===== src/rtl/quad_adder_sched.sv =====
// -----------------------------------------------------------------------------
// quad_adder_sched
//
// Lockstep join and sequencing controller for a four-input sample adder.
// One beat is taken from every enabled input stream in the same cycle
// ("fire"). The adder strobes (valid / operand enables / last) are delayed by
// ADD_LAT cycles to line up with the adder output. The output is framed into
// FRAME_LEN-beat packets. Downstream FIFO space is tracked with credits.
// Misaligned tlast and partial-valid stalls are flagged as sticky errors.
//
// Ports
//   CLK, reset        clock, synchronous active-high reset
//   cfg_mask[3:0]     channel enable mask, latched on cfg_start
//   cfg_start         pulse: IDLE -> RUN (ignored when cfg_mask == 0)
//   cfg_stop          pulse: finish the current frame, then go idle
//   cfg_clear         pulse: ERROR -> IDLE, clears the error flags
//   s_tvalid/s_tlast  per-channel stream inputs (bit i = channel i)
//   s_tready          per-channel ready, combinational
//   out_pop           downstream FIFO read strobe, returns one credit
//   add_en/add_valid/add_last   adder strobes, aligned to the adder output
//   busy, state       status (0=IDLE 1=RUN 2=DRAIN 3=ERROR)
//   frame_cnt         completed frames since reset, wraps at 2^16
//   err_timeout, err_misalign   sticky error flags
// -----------------------------------------------------------------------------
module quad_adder_sched #(
    parameter int FRAME_LEN  = 64,
    parameter int ADD_LAT    = 2,
    parameter int FIFO_DEPTH = 8,
    parameter int TIMEOUT    = 255
) (
    input  logic        CLK,
    input  logic        reset,
    input  logic [3:0]  cfg_mask,
    input  logic        cfg_start,
    input  logic        cfg_stop,
    input  logic        cfg_clear,
    input  logic [3:0]  s_tvalid,
    input  logic [3:0]  s_tlast,
    output logic [3:0]  s_tready,
    input  logic        out_pop,
    output logic [3:0]  add_en,
    output logic        add_valid,
    output logic        add_last,
    output logic        busy,
    output logic [1:0]  state,
    output logic [15:0] frame_cnt,
    output logic        err_timeout,
    output logic        err_misalign
);

    typedef enum logic [1:0] {
        ST_IDLE  = 2'd0,
        ST_RUN   = 2'd1,
        ST_DRAIN = 2'd2,
        ST_ERROR = 2'd3
    } state_t;

    localparam logic [15:0] LAST_BEAT   = 16'(FRAME_LEN - 1);
    localparam logic [15:0] STALL_LIMIT = 16'(TIMEOUT - 1);
    localparam logic [7:0]  CREDIT_MAX  = 8'(FIFO_DEPTH);

    state_t      state_q, state_d;
    logic [3:0]  mask_q, mask_d;
    logic [15:0] beat_q, beat_d;
    logic [15:0] stall_q, stall_d;
    logic [7:0]  credits_q, credits_d;
    logic [15:0] frame_q, frame_d;
    logic        err_to_q, err_to_d;
    logic        err_mis_q, err_mis_d;

    // Delay pipeline: index ADD_LAT-1 is loaded on fire, index 0 drives the
    // adder strobes.
    logic [ADD_LAT-1:0] pipe_vld_q;
    logic [ADD_LAT-1:0] pipe_last_q;
    logic [3:0]         pipe_en_q [ADD_LAT];

    logic all_valid;
    logic any_valid;
    logic fire;
    logic last_beat;
    logic misalign;
    logic stall_hit;
    logic pipe_busy;

    // Disabled channels count as valid for the join.
    assign all_valid = &(s_tvalid | ~mask_q);
    assign any_valid = |(s_tvalid & mask_q);
    assign fire      = ((state_q == ST_RUN) || (state_q == ST_DRAIN && beat_q != 16'd0))
                       && all_valid && (credits_q != 8'd0);
    assign last_beat = (beat_q == LAST_BEAT);
    assign misalign  = fire && ((s_tlast & mask_q) != (last_beat ? mask_q : 4'h0));
    // Only a partial-valid wait counts as a stall; credit waits do not.
    assign stall_hit = (state_q == ST_RUN) && any_valid && !all_valid
                       && (stall_q == STALL_LIMIT);
    // Beats still travelling toward the output stage. The beat sitting in the
    // output stage leaves this cycle, so the pipeline is empty after this edge
    // when nothing else is in flight.
    assign pipe_busy = |(pipe_vld_q >> 1);

    always_comb begin
        state_d   = state_q;
        mask_d    = mask_q;
        beat_d    = beat_q;
        stall_d   = stall_q;
        credits_d = credits_q;
        frame_d   = frame_q;
        err_to_d  = err_to_q;
        err_mis_d = err_mis_q;

        if (fire) begin
            if (last_beat) begin
                beat_d  = 16'd0;
                frame_d = frame_q + 16'd1;
            end else begin
                beat_d = beat_q + 16'd1;
            end
        end

        if (fire && !out_pop) begin
            credits_d = credits_q - 8'd1;
        end else if (out_pop && !fire && credits_q != CREDIT_MAX) begin
            credits_d = credits_q + 8'd1;
        end

        if (state_q == ST_RUN) begin
            if (fire || !any_valid) begin
                stall_d = 16'd0;
            end else if (!all_valid) begin
                stall_d = stall_q + 16'd1;
            end
        end else begin
            stall_d = 16'd0;
        end

        unique case (state_q)
            ST_IDLE: begin
                if (cfg_start && cfg_mask != 4'h0) begin
                    state_d = ST_RUN;
                    mask_d  = cfg_mask;
                    beat_d  = 16'd0;
                end
            end
            ST_RUN, ST_DRAIN: begin
                // Errors win over a same-cycle stop request.
                if (misalign || stall_hit) begin
                    state_d = ST_ERROR;
                    if (misalign) err_mis_d = 1'b1;
                    if (stall_hit) err_to_d = 1'b1;
                end else if (state_q == ST_RUN && cfg_stop) begin
                    state_d = ST_DRAIN;
                end else if (state_q == ST_DRAIN && beat_q == 16'd0 && !pipe_busy) begin
                    state_d = ST_IDLE;
                end
            end
            ST_ERROR: begin
                if (cfg_clear) begin
                    state_d   = ST_IDLE;
                    err_to_d  = 1'b0;
                    err_mis_d = 1'b0;
                    beat_d    = 16'd0;
                end
            end
            default: ;
        endcase
    end

    always_ff @(posedge CLK) begin
        if (reset) begin
            state_q   <= ST_IDLE;
            mask_q    <= 4'h0;
            beat_q    <= 16'd0;
            stall_q   <= 16'd0;
            credits_q <= CREDIT_MAX;
            frame_q   <= 16'd0;
            err_to_q  <= 1'b0;
            err_mis_q <= 1'b0;
        end else begin
            state_q   <= state_d;
            mask_q    <= mask_d;
            beat_q    <= beat_d;
            stall_q   <= stall_d;
            credits_q <= credits_d;
            frame_q   <= frame_d;
            err_to_q  <= err_to_d;
            err_mis_q <= err_mis_d;
        end
    end

    always_ff @(posedge CLK) begin
        if (reset) begin
            pipe_vld_q  <= '0;
            pipe_last_q <= '0;
            for (int i = 0; i < ADD_LAT; i++) begin
                pipe_en_q[i] <= 4'h0;
            end
        end else begin
            pipe_vld_q[ADD_LAT-1]  <= fire;
            pipe_last_q[ADD_LAT-1] <= fire & last_beat;
            pipe_en_q[ADD_LAT-1]   <= fire ? mask_q : 4'h0;
            for (int i = 0; i < ADD_LAT - 1; i++) begin
                pipe_vld_q[i]  <= pipe_vld_q[i+1];
                pipe_last_q[i] <= pipe_last_q[i+1];
                pipe_en_q[i]   <= pipe_en_q[i+1];
            end
        end
    end

    assign s_tready     = {4{fire}} & mask_q;
    assign add_valid    = pipe_vld_q[0];
    assign add_last     = pipe_last_q[0];
    assign add_en       = pipe_en_q[0];
    assign busy         = (state_q != ST_IDLE);
    assign state        = state_q;
    assign frame_cnt    = frame_q;
    assign err_timeout  = err_to_q;
    assign err_misalign = err_mis_q;

endmodule


===== config.mk =====
export PLATFORM = sky130hd
export DESIGN_NAME = quad_adder_sched
export DESIGN_NICKNAME = d
export VERILOG_FILES = /design/src/rtl/quad_adder_sched.sv
export SDC_FILE = /design/constraint.sdc
export NUM_CORES = 1
export LEC_CHECK = 0
export BUFFER_PORTS_ARGS = -buffer_cell sky130_fd_sc_hd__buf_2
export CAP_MARGIN = 30
export CORE_AREA = 3 3 105 107
export DETAILED_ROUTE_END_ITERATION = 6
export DIE_AREA = 0 0 108 110
export PLACE_DENSITY_LB_ADDON = 0.15
export SYNTH_ARGS = -nofsm -noshare
export SYNTH_HDL_FRONTEND = slang
export SYNTH_SLANG_ARGS = --single-unit

===== constraint.sdc =====
create_clock -name CLK -period 3.2 [get_ports CLK]
set_clock_uncertainty 0.2 [all_clocks]
set_input_delay 0.64 -clock CLK [delete_from_list [all_inputs] [get_ports CLK]]
set_output_delay 0.64 -clock CLK [all_outputs]
set_load 0.03 [all_outputs]

==> impl_summary.txt <==
----------------------------------------------------
[Clock tree]
  Level count of the clock H-tree ... 3
  Buffer count from post-CTS setup fixing ... 0
  Clock-pin slew on the worst setup and hold paths ... 0.08 ns
  Clk buf depth ... 2
  CTS sink count ... 76
  TritonCTS clock tree ... done
  Number of gates resized after cts ... 0
  Hold bufs inserted after CTS ... 0
  Clk_lat worst skew ... 0.36 ns
  Clock tree root buffer cell ... clkbuf_8
  Clock buffer count from CTS ... 9

[Finish]
  Diodes inserted ... 0
  Total area of multi-input combinational cells ... 2280 um2
  Number of inserted filler cells in the final layout ... 1037
  Area added between synthesis and finish ... 16.8%
  Fraction of layout instances using a drive strength above 1 ... 21.7%
  Area occupied by registers ... 1520 um2
  Net count, final ... 552

[Yosys]
  Yosys warning total ... 0
  Area share of the largest cell type after synthesis ... 38.0%
  Share of async-settable or async-resettable flops after synthesis ... 0%
  Yosys top cell by area ... dfxtp_1
  Ys flop type ... dfxtp_1
  Gate count after technology mapping ... 467
  Average footprint of a synthesized cell ... 8.57 um2
  Nets in the synthesized netlist ... 495
  Most area-consuming cells after synthesis ... dfxtp_1 38%, xnor2_1 5.5%, nor2_1 3.8%, a21oi_1 3.5%, ha_1 3.1%
  Count of unique library cells instantiated by Yosys ... 60
  Cell area after technology mapping ... 4000 um2
  Seq cells post-synth ... 76
  Fraction of the yosys area taken by sequential cells ... 38.0%
  Number of enable flip-flop cells after synthesis ... 0

[Setup path]
  Critical R2R Launch ... credits_q[2]
  Crit start category ... register
  Worst setup path end ... credits_q[6]
  Register-to-Register Path Depth ... 10
  Register-to-register path setup slack ... 0.20 ns
  Crit end category ... register
  Worst-path fanout max ... 3
  Type of the worst setup path ... reg2reg
  Required time of the worst setup path ... 3.25 ns
  Reg2Reg Capture Point ... credits_q[6]
  CP arrival ... 3.05 ns
  Worst setup path start ... credits_q[2]

[STA]
  Number of endpoints failing setup at the final stage ... 0
  Final worst hold slack ... 0.242 ns
  Worst Max-Slew Pin Slew ... 0.537 ns
  RSZ-0062 raised after global routing ... no
  Max-slew headroom at the worst pin ... 63.9%
  Max Clk Rate ... 0.333 GHz
  Number of endpoints with negative hold slack in the final report ... 0
  Final worst-path cycle share ... 93.8%
  Final-report max-slew violation count ... 0
  Shortest period the worst path allows ... 3.00 ns
  Total negative slack for setup checks ... 0 ns

[Power and ir drop]
  Proportion of power drawn by the clock network ... 33.7%
  Switching component of the power ... 0.000823 W
  Total Power Consumption ... 0.00252 W
  Share of total power in combinational logic ... 25.9%
  Maximum VDD drop ... 0.276 mV
  Switch share ... 32.7%
  Part of the power in registers ... 40.3%
  Power density of the placed cells ... 539 nW/um2
  Total leakage power ... 1.79 nW
  Int Power ... 0.00170 W

[Floorplan]
  Die span in x ... 108 um
  Total die area ... 11900 um2
  Height of the die ... 110 um
  Site Rows ... 37
  Starting density of the core ... 39.1%
  Top-level port count ... 49
  Placeable core area ... 10200 um2

[Drt]
  Routed wirelength normalized by instance count ... 14.2 um
  Length of the first detailed-routing pass in iterations ... 4
  Routed wire length ... 9470 um
  Via count ... 3520
  # DRC ... 0
  Per-cell via count in the routed design ... 5.29
  Antenna viol nets, final ... 0
  Drt initial violations ... 208

[GRT]
  All-layer global routing usage ... 16.6%
  Initial antenna violation count ... 0
  Largest net degree at the start of global routing ... 19
  Total congestion overflow after global routing ... 0
  Via count of the first global-routing pass ... 3306
  Global-route wire length before repair ... 15700 um

[Placement]
  Post-DP HPWL ... 6970 um
  Count of buffers from port buffering ... 48
  Final RePlAce weighted congestion ... 0.853

[Run]
  Maxcap violations ... 0

[Min path]
  Path class of the lowest-slack min-delay path ... reg2reg
  Startpoint of the most critical hold path ... pipe_en_q[0][6]

[Run status]
  Status ... finished, final reports clean

----------------------------------------------------
## how the worst min path moves through the flow
stage / to / cells past startpoint
floorplan: pipe_en_q[0][0] / 1
global placement: pipe_en_q[0][0] / 1
detailed placement: pipe_en_q[0][0] / 1
CTS: pipe_en_q[0][3] / 1
global route: pipe_en_q[0][3] / 1
finish: pipe_en_q[0][2] / 1
## critical path: stages (launching register included)
cell	delay, ns
dfxtp_1	0.32
nor4_1	0.50
nand2_1	0.19
and3_1	0.25
nand2_1	0.11
xnor2_1	0.07
ha_1	0.19
or4_1	0.46
nor3_1	0.14
o22a_1	0.16
mux2_1	0.31
## registers in the layout, summed over array words and instances, names as in the netlist
register / count
beat_q: 16
credits_q: 8
err_misalign: 1
err_timeout: 1
frame_cnt: 16
mask_q: 4
pipe_en_q: 8
pipe_last_q: 2
pipe_vld_q: 2
stall_q: 16
state: 2
## final cells by class
type,instances,area share (%)
flip-flops and latches,76,32.5
well taps,136,3.64
repair buffers,71,8.83
multi-input cells,349,48.7
clock inverters,6,2.01
clock buffers,10,2.94
inverters,17,1.36
## cell usage in the layout, fill, tap and decap left out, types with 6 or more instances in the layout
cell type,n
inv_1,17
clkbuf_8,10
buf_2,48
nor3_1,17
nor2_1,40
nor2_2,10
buf_4,23
xor2_1,9
nor2b_1,15
or4_1,9
o21ai_0,16
nand4_1,11
o31ai_1,7
a21oi_1,28
xnor2_1,25
dfxtp_1,76
and3_1,14
nor4_1,12
and4_1,6
or3_1,10
nand3_1,24
nand2_1,25
ha_1,10
## Yosys cell counts (4+ instances only)
cell and n:
a21o_1 4, xnor2_1 25, buf_4 4, and4_1 6
xor2_1 9, o21ai_0 16, ha_1 10, dfxtp_1 76
or3_1 10, nor2_1 40, clkbuf_1 10, nor4b_1 5
and3_1 14, nand3_1 24, or4_1 9, nor4_1 12
o31ai_1 7, nor2_2 10, nand2b_2 4, a21oi_1 28
nor2b_1 15, and2_1 5, nand2_1 25, nand4_1 11
nor3_1 17, inv_1 17, buf_2 7
## routing by layer
metal	GRT usage, %	share of wire [%]	vias to the layer above
li1	-	-	1779
met1	21.1	47	1677
met2	27.8	48	56
met3	4.89	4.3	8
met4	3.88	0.96	0
met5	0	0	-
## power by group through the flow
stage | clock, W | sequential, W | combinational, W
4_1_cts | 0.000881 | 0.00102 | 0.000659
6_report | 0.000850 | 0.00102 | 0.000653
3_3_place_gp | 0 | 0.00104 | 0.000659
3_5_place_dp | 0 | 0.00104 | 0.000654
2_1_floorplan | 0 | 0.00105 | 0.000424
5_1_grt | 0.000912 | 0.00102 | 0.000726
## metrics by stage
stage | cells | setup slack [ns] | area (um2) | utilization, %
global placement | 649 | 0.129 | 4440 | 43.4
CTS | 665 | 0.204 | 4680 | 45.7
detailed placement | 649 | 0.101 | 4440 | 43.4
finish | 665 | 0.199 | 4680 | 45.7
floorplan | 467 | 0.00519 | 4000 | -
global route | 665 | 0.0438 | 4680 | 45.7
## logic make-up (layout without fill, tap and decap cells)
logic type | count (synthesis) | after routing | synth area share (%)
multiplexers | 5 | 5 | 1.31
flip-flops | 76 | 76 | 38.0
adder cells (fa/ha/maj) | 10 | 10 | 3.13
AO/OA/AOI/OAI | 75 | 75 | 11.8
AND/OR/NAND/NOR | 225 | 225 | 33.2
buffers and inverters | 42 | 104 | 5.13
XOR/XNOR | 34 | 34 | 7.44
No activity file was read; power rests on OpenSTA's default activity.
